**config.mk**
```make
export PLATFORM = sky130hd
export DESIGN_NAME = booth_encode
export DESIGN_NICKNAME = d
export VERILOG_FILES = /design/src/rtl/booth_encode_pkg.sv /design/src/rtl/booth_digit_decode.sv /design/src/rtl/booth_encode.sv
export SDC_FILE = /design/constraint.sdc
export NUM_CORES = 1
export LEC_CHECK = 0
export ABC_AREA = 1
export ABC_CLOCK_PERIOD_IN_PS = 1050
export BUFFER_PORTS_ARGS = -buffer_cell sky130_fd_sc_hd__buf_4
export CAP_MARGIN = 25
export CORE_AREA = 2 2 39 41
export DETAILED_ROUTE_END_ITERATION = 6
export DIE_AREA = 0 0 41 43
export PLACE_DENSITY = 0.67
export SLEW_MARGIN = 20
export SYNTH_ARGS = -nofsm -noshare
export SYNTH_HDL_FRONTEND = slang
export SYNTH_SLANG_ARGS = --single-unit
```
**constraint.sdc**
```tcl
create_clock -name iClk -period 1.05 [get_ports iClk]
set_input_delay 0.105 -clock iClk [delete_from_list [all_inputs] [get_ports iClk]]
set_output_delay 0.105 -clock iClk [all_outputs]
set_load 0.01 [all_outputs]
```
**src/rtl/booth_encode_pkg.sv**
```systemverilog
// Shared definitions for the radix-16 Booth digit encoder and the partial-product
// generator that consumes its output fields.
package booth_encode_pkg;

    localparam int WIN_W = 5;
    localparam int SEL_W = 4;

    // One-hot odd-multiple selects
    localparam logic [SEL_W-1:0] SEL_NONE = 4'b0000;
    localparam logic [SEL_W-1:0] SEL_1X   = 4'b0001;
    localparam logic [SEL_W-1:0] SEL_3X   = 4'b0010;
    localparam logic [SEL_W-1:0] SEL_5X   = 4'b0100;
    localparam logic [SEL_W-1:0] SEL_7X   = 4'b1000;

    // One-hot left-shift selects
    localparam logic [SEL_W-1:0] SHL_0 = 4'b0001;
    localparam logic [SEL_W-1:0] SHL_1 = 4'b0010;
    localparam logic [SEL_W-1:0] SHL_2 = 4'b0100;
    localparam logic [SEL_W-1:0] SHL_3 = 4'b1000;

    typedef struct packed {
        logic             neg;
        logic [SEL_W-1:0] booth_sel;
        logic [SEL_W-1:0] shift_sel;
    } booth_digit_t;

    localparam booth_digit_t DIGIT_ZERO = '{neg: 1'b0, booth_sel: SEL_NONE, shift_sel: SEL_NONE};

endpackage

```
**src/rtl/booth_digit_decode.sv**
```systemverilog
// Combinational decode of one 5-bit radix-16 Booth window into sign, odd-multiple
// select and shift select.
module booth_digit_decode
    import booth_encode_pkg::*;
(
    input  logic [WIN_W-1:0] win_i,
    output booth_digit_t     dig_o
);

    logic neg;

    // All-ones is the zero digit, so it must not report negative.
    assign neg = win_i[4] & ~(&win_i[3:0]);

    // NOTE: dig_o gets a full default before the case so no path can infer a latch.
    always_comb begin
        dig_o = DIGIT_ZERO;
        unique case (win_i)
            5'b00001, 5'b00010, 5'b11101, 5'b11110:
                dig_o = '{neg: neg, booth_sel: SEL_1X, shift_sel: SHL_0};
            5'b00011, 5'b00100, 5'b11011, 5'b11100:
                dig_o = '{neg: neg, booth_sel: SEL_1X, shift_sel: SHL_1};
            5'b00101, 5'b00110, 5'b11001, 5'b11010:
                dig_o = '{neg: neg, booth_sel: SEL_3X, shift_sel: SHL_0};
            5'b00111, 5'b01000, 5'b10111, 5'b11000:
                dig_o = '{neg: neg, booth_sel: SEL_1X, shift_sel: SHL_2};
            5'b01001, 5'b01010, 5'b10101, 5'b10110:
                dig_o = '{neg: neg, booth_sel: SEL_5X, shift_sel: SHL_0};
            5'b01011, 5'b01100, 5'b10011, 5'b10100:
                dig_o = '{neg: neg, booth_sel: SEL_3X, shift_sel: SHL_1};
            5'b01101, 5'b01110, 5'b10001, 5'b10010:
                dig_o = '{neg: neg, booth_sel: SEL_7X, shift_sel: SHL_0};
            5'b01111, 5'b10000:
                dig_o = '{neg: neg, booth_sel: SEL_1X, shift_sel: SHL_3};
            default:
                dig_o = DIGIT_ZERO;
        endcase
    end

endmodule

```
**src/rtl/booth_encode.sv**
```systemverilog
// Radix-16 Booth digit encoder: combinational window decode followed by one
// asynchronously reset output register stage.
module booth_encode
    import booth_encode_pkg::*;
(
    input  logic             iClk,
    input  logic             iRstn,
    input  logic [WIN_W-1:0] iDat,
    output logic             oNegative,
    output logic [SEL_W-1:0] oBoothSel,
    output logic [SEL_W-1:0] oShiftSel
);

    booth_digit_t dig_d;
    booth_digit_t dig_q;

    booth_digit_decode u_decode (
        .win_i (iDat),
        .dig_o (dig_d)
    );

    // NOTE: state is updated with non-blocking assignments; reset loads the zero digit.
    always_ff @(posedge iClk or negedge iRstn) begin
        if (!iRstn) begin
            dig_q <= DIGIT_ZERO;
        end else begin
            dig_q <= dig_d;
        end
    end

    assign oNegative = dig_q.neg;
    assign oBoothSel = dig_q.booth_sel;
    assign oShiftSel = dig_q.shift_sel;

endmodule

```
* After elaboration in Yosys (flattened, before gate mapping)
Index checks and enable logic that the tools add are counted.
** Word-level totals
- Register bits :: 9
- Latch bits :: 0
- Bits in writable memories :: 0
- Bits in read-only memories :: 0
- Input bits :: 7
- Word-level logic and storage cells :: 45
- Memories kept :: 0
** Cells by class
- $add $sub $neg :: 0
- Multipliers :: 0
- Div/mod/pow operators :: 0
- Order comparisons :: 0
- Eq/ne operators :: 30
- Shifts and indexed selects :: 0
- Multiplexer cells :: 1
- Bitwise logic cells :: 2
- Reductions and logical operators :: 9
** Operator list (number)
- equality test 5 bit, second input constant :: 15
- one-hot mux 9 bit (8 select lines) :: 1
- equality test 5 x 4 -> 1 bit, second input constant :: 8
- OR reduction 4 bit :: 7
- equality test 5 x 3 -> 1 bit, second input constant :: 4
- equality test 5 x 2 -> 1 bit, second input constant :: 2
- equality test 5 x 1 -> 1 bit, second input constant :: 1
- AND reduction 4 bit :: 1
- OR reduction 2 bit :: 1
- bitwise AND 1 bit :: 1
- NOT 1 bit :: 1

* Depth between registers and ports, before layout
Gate-level depths: netlist of run 1.
- Depth after elaboration :: 4
- Depth in mapped cells :: 8

* Cells and area by module
From an unflattened synthesis of run 1, not the netlist that was laid out.
** Second synthesis, totals
- Cells, all modules :: 61
- Area, all modules :: 457.9 sq um
** Modules (own cells, without submodules)
- booth_digit_decode :: times used 1, cells an instance 52, area an instance 232.7 sq um, seq. area each 0.0 sq um
- booth_encode :: times used 1, cells an instance 9, area an instance 225.2 sq um, seq. area each 225.2 sq um

* Least setup slack after synthesis of run 1
Ideal clock, no wire load.
- Path kind :: input to register
- Start point :: in iDat[1]
- End point :: reg dig_q, in the netlist oBoothSel[1]
- Setup time :: 116 ps
- Data arrival time :: 582 ps
- Data required time :: 934 ps
- Slack :: 352 ps
- Stages :: 6
- Cells stage by stage :: nor2_2 -> nor2_4 -> nand2_1 -> nand2_1 -> nand2_1 -> nand2_1
** RTL lines
- from (decl) :: line booth_encode.sv:8 : input logic [WIN_W-1:0] iDat,
- to (signal assigned) :: line booth_encode.sv:27 : dig_q <= dig_d;
- to (decl) :: line booth_encode.sv:15 : booth_digit_t dig_q;

* Worst setup path in the final report of run 1
- Start point :: reg dig_q, in the netlist oShiftSel[3]
- End point :: out oShiftSel[3]
** RTL lines
- to (decl) :: line booth_encode.sv:11 : output logic [SEL_W-1:0] oShiftSel
No word-level cell between the ends.

==> metrics, run 1 <==
First-pass DRT Iterations 4; row count 14; slowest CP cell dfrtp_1; HP Class in -> reg; worst relative slew slack 82.08%; gr ovfl total 0; Hold Path Origin iDat[4]; leak pwr 0.3647 nW; area growth from synthesis to layout 35.15%; synth top area cells dfrtp_1 49%, nand2_1 20%, nand3_1 8.7%; cell taking the most area after synthesis dfrtp_1; initial antenna violation count 0; Total GRT Usage 11.73%; drt initial violations 5; clk slew on worst S/H paths 50 ps; kind of critical path reg -> out; CP Launch Type flip-flop; Power per Cell Area 1265 nW/um^2; Finished Cell Area 620.6 sq um; Placer Congestion 0.8747; CP top delay family flip-flops; Core ar. between 1000 and 1500 sq um; fin crit period 853.6 ps; Synth Register Bits 9; yosys warns 0; register area share after synthesis approximately half; num ports 16; Post-CTS Setup Bufs 0; diodes inserted 0; Num Clock Sinks 9; Slew Limit Fails 0; wire per inst ~8 um; Routed WL 797 um; post-route ant nets 0; WHS Path Cells 2; DIE HEIGHT between 40 and 50 um; DP Area 584.3 sq um; largest net degree at the start of global routing 10; Post-route DRC 0; Initial Util 33.18%; most frequent cells in the layout 25 x nand2_1, 15 x buf_4, 9 x dfrtp_1, 8 x inv_1, 8 x nand3_1; critical path depth in cells 1; critical path's largest stage delay 360 ps; first-pass GRT wire length 1386 um; worst path arrival time ~750 ps; TritonCTS Buffers 3; Bufs and invs on worst path 1; commonest non-fill, non-tap cell in the layout nand2_1; Tightest Pin Transition 268.5 ps; Worst Path Max Fanout 1; final period utilization 81.29%; share of layout cells above drive strength 1 ~28%; die width 41 um; worst vdd ir between 0.0003 and 0.0004 V; layout net count 90; crit-path cells buf_4; number of H-tree levels 1; Fin. Hold Viols 0; Max-Cap Viols 0; RSZ-0062 raised after global routing false; outcome complete, no violations; final setup vio count 0; post-synth net total 70; Yosys top cell area share 49.05%; clk root buf clkbuf_4; die area 1763 sq um; Vias/cell 4.286; IO Port Bufs 15; number of distinct library cells after synthesis 12; CP Capture Type output pin; Mapped Cells 63; vias 420; achievable frequency around 1200 MHz; WP data required about 940 ps; setup TNS 0 ps; HPWL after DPL 681.4 um; number of global-route vias before repair 350; Longest Clk Path Bufs 2; Netlist Area Pre-Place 459.2 sq um; crit path from oShiftSel[3]; CTS tree built; Syn Area/Cell 7.289 sq um
## Yosys cell counts
cell and count:
nand2_2 1, nor2_1 5, dfrtp_1 9, nor2_4 1
nand3_1 8, inv_2 1, nand2_1 25, inv_1 8
o21ai_1 1, o21ai_0 1, buf_4 1, nor2_2 2
## per-stage QoR
step	total power, W	util [%]	hold WS [ps]	worst slack (ps)	std cells
2_1_floorplan	0.0004657	-	-190.6	351.7	63
3_3_place_gp	0.0005384	42.22	-71.97	151.4	93
3_5_place_dp	0.0005408	42.22	-71.36	131.3	93
4_1_cts	0.0008000	44.85	92.52	183.3	98
5_1_grt	0.0008291	44.85	116.8	166.8	98
6_report	0.0007850	44.85	101.3	196.4	98
## final cells by class
class | count | area (sq um)
inverter | 9 | 33.78
sequential | 9 | 225.2
multi-input combinational | 44 | 192.7
clock buffer | 4 | 26.28
tap | 16 | 20.02
fill | 145 | 763.2
timing repair buffer | 16 | 122.6
## cell families (layout without fill, tap and decap cells)
| group | after synthesis | count (layout) | synth area share (%) |
|---|---|---|---|
| AND/OR/NAND/NOR | 42 | 42 | 39.78 |
| buffers and inverters | 10 | 29 | 8.992 |
| flip-flops | 9 | 9 | 49.05 |
| AO/OA/AOI/OAI | 2 | 2 | 2.178 |
## metal layers
layer / part of all wire [%] / routed length [um] / track usage (%)
met1: 38 / 300 / 13.82
met2: 52 / 412 / 17.50
met4: 2.1 / 17 / 10.00
met3: 8.3 / 66 / 1.571
met5: 0 / 0 / 0
## power by group
| part | switching [W] | leakage [nW] | internal, W |
|---|---|---|---|
| Clock | 0.000104 | 0.0150 | 0.000145 |
| Combinational | 0.0000871 | 0.236 | 0.0000720 |
| Sequential | 0.00000548 | 0.114 | 0.000371 |
## worst paths after layout
path,to,slack [ps]
max in group asynchronous,oShiftSel[1],720
worst max-delay path,oShiftSel[3],200
min in group asynchronous,oShiftSel[2],200
worst min-delay path,oBoothSel[2],100
## sequential cells by signal (all words and copies together) (netlist names)
register and flops:
oBoothSel 4, oShiftSel 4, oNegative 1
## timing repair
item,4_1_cts,5_1_grt
hold endpoints to repair,9,0
hold buffers,1,0
setup endpoints to repair,0,0
gates resized for setup,0,0
(Power assumes the default switching activity.)
==> inputs of run 2 (changes only) <==
Settings changed: ABC_CLOCK_PERIOD_IN_PS 1050 to 800.
Clock period 1.05 ns to 0.8 ns, I/O delays scaled along.
==> run 2 against run 1 <==
The run now ends with setup timing left. Combinational power up 45%. Power is 34% higher. Sequential share of layout area is 2.3 points lower. Worst setup slack got worse by 210 ps. Critical path depth stayed put. Core utilization rose by 3.0 points. Sequential power up 33%. Non-clock buffer count up 1. Cell area increased by 6.7%.
==> metrics, run 2 (same netlist as run 1, synthesis figures left out) <==
Sw Share 24.46% (-0.60 points); final worst slack -15.44 ps (-211.9 ps); NetSw 0.0002572 W (+31%); grt met2 use 18.13% (+0.63 points); area growth from synthesis to layout 44.14%; outcome finished with violations; crit path from oShiftSel[1]; Num Clock Sinks 9 (unchanged); Tightest Pin Transition 258.8 ps (-9.726 ps); worst path arrival time 740 ps (about the same); clk root buf clkbuf_4; slowest CP cell dfrtp_1; first-pass GRT wire length 1407 um (+1.5%); DP Area 591.8 sq um (+1.3%); CP Launch Type flip-flop; grt met3 use 1.571% (unchanged); largest net degree at the start of global routing 10 (unchanged); failing checks setup timing; DIE HEIGHT 43 um (unchanged); row count 14 (unchanged); Critical Path Sink oShiftSel[1]; Max-Cap Viols 0 (unchanged); Power per Cell Area 1588 nW/um^2 (+26%); Placer Congestion 0.8931 (+2.1%); drt initial violations 3 (-2); Bufs and invs on worst path 1 (unchanged); Fin. Hold Viols 0 (unchanged); achievable frequency between 1000 and 1500 MHz; diodes inserted 0 (unchanged); Longest Clk Path Bufs 2 (unchanged); final period utilization 101.9%; Total GRT Usage 11.91% (+0.18 points); worst relative slew slack 82.69% (+0.60 points); number of H-tree levels 1 (unchanged); TritonCTS Buffers 3 (unchanged); WP data required 720 ps (-220 ps); Post-CTS Setup Bufs 0 (unchanged); Worst Path Max Fanout 1 (unchanged); IO Port Bufs 15 (unchanged); clock share of power 30.4% (-1.4 points); busiest grt layer met2; Slew Limit Fails 0 (unchanged); Pwr Total 0.001051 W (+34%); Comb pwr share 22.0% (+1.7 points); First-pass DRT Iterations 4 (unchanged); # fillers 131 (-9.7%); kind of critical path reg -> out; commonest non-fill, non-tap cell in the layout nand2_1; P_int 0.0007941 W (+35%); post-route insts no fill 99 (+1.0%); final setup vio count 9 (+9); CTS tree built; HP Class in -> reg; gr ovfl total 0 (unchanged); met1 Resource Use GR 13.73% (-0.090 points); RSZ-0062 raised after global routing true; num ports 16 (unchanged); number of global-route vias before repair 367 (+4.9%); post-route ant nets 0 (unchanged); Routed WL 808 um (+1.4%); die area 1763 sq um (unchanged); CP Capture Type output pin; Post-route DRC 0 (unchanged); initial antenna violation count 0 (unchanged); crit-path cells buf_6; vias 415 (-1.2%); Initial Util 33.18% (unchanged); placed cell count 94 (+1.1%); critical path depth in cells 1 (unchanged); Finished Cell Area 661.9 sq um (+6.7%); leak pwr 0.3789 nW (+3.9%); worst vdd ir 0.0004142 V (+23%); die width 41 um (unchanged); fin crit period 815.4 ps; critical path's largest stage delay 370 ps (about the same); HPWL after DPL 689.2 um (+1.1%); layout net count 91 (+1.1%); clk slew on worst S/H paths 60 ps (about the same); worst hold slack 71.99 ps (-29.27 ps); CP top delay family flip-flops; most frequent cells in the layout 25 x nand2_1, 9 x dfrtp_1, 9 x buf_6, 8 x inv_1, 8 x nand3_1; wire per inst 8.162 um (+0.36%); Flop pwr share 47.7% (-0.3 points); Core ar. 1384 sq um (unchanged); share of layout cells above drive strength 1 28.92% (+0.87 points); Vias/cell 4.192 (-2.2%)
## run 2: worst min-delay path by stage
stage,from,to,cells past startpoint
floorplan,iRstn,oBoothSel[0],0
global placement,iRstn,oBoothSel[1],1
detailed placement,iRstn,oBoothSel[1],1
CTS,iDat[4],oBoothSel[2],2
global route,iDat[4],oBoothSel[2],2
finish,iDat[4],oBoothSel[2],2
## run 2: layout make-up
type / instances / area, sq um / share of cell area (%)
sequential: 9 / 225.2 / 34.03
inverter: 9 / 33.78 / 5.104
tap: 16 / 20.02 / 3.025
timing repair buffer: 17 / 163.9 / 24.76
multi-input combinational: 44 / 192.7 / 29.11
clock buffer: 4 / 26.28 / 3.970
## run 2: metal layers
metal,share of wire [%],vias to the layer above
met2,52,14
met3,6.8,2
li1,-,229
met5,0,-
met1,40,170
met4,1.2,0
## run 2: per-stage QoR
step           utilization (%)  setup TNS (ps)  worst slack, ps
2_1_floorplan                -               0            126.7
3_3_place_gp             42.77          -145.9           -80.48
3_5_place_dp             42.77          -217.2           -104.2
4_1_cts                  47.83          -183.4           -32.45
5_1_grt                  47.83          -346.4           -49.96
6_report                 47.83          -88.54           -15.44
## run 2: repair_timing
action                                  in CTS  in global routing
hold endpoints to repair                     9                  0
hold buffers                                 1                  0
resized for setup                            9                  0
endpoints found under the setup margin       9                  9
## run 2: power groups by stage
stage | Clock (W) | Sequential (W) | Combinational (W)
after floorplan | 0 | 0.000521 | 0.0000901
after global placement | 0 | 0.000502 | 0.000208
after detailed placement | 0 | 0.000503 | 0.000211
after CTS | 0.000332 | 0.000502 | 0.000234
after global routing | 0.000349 | 0.000504 | 0.000263
final | 0.000319 | 0.000501 | 0.000231
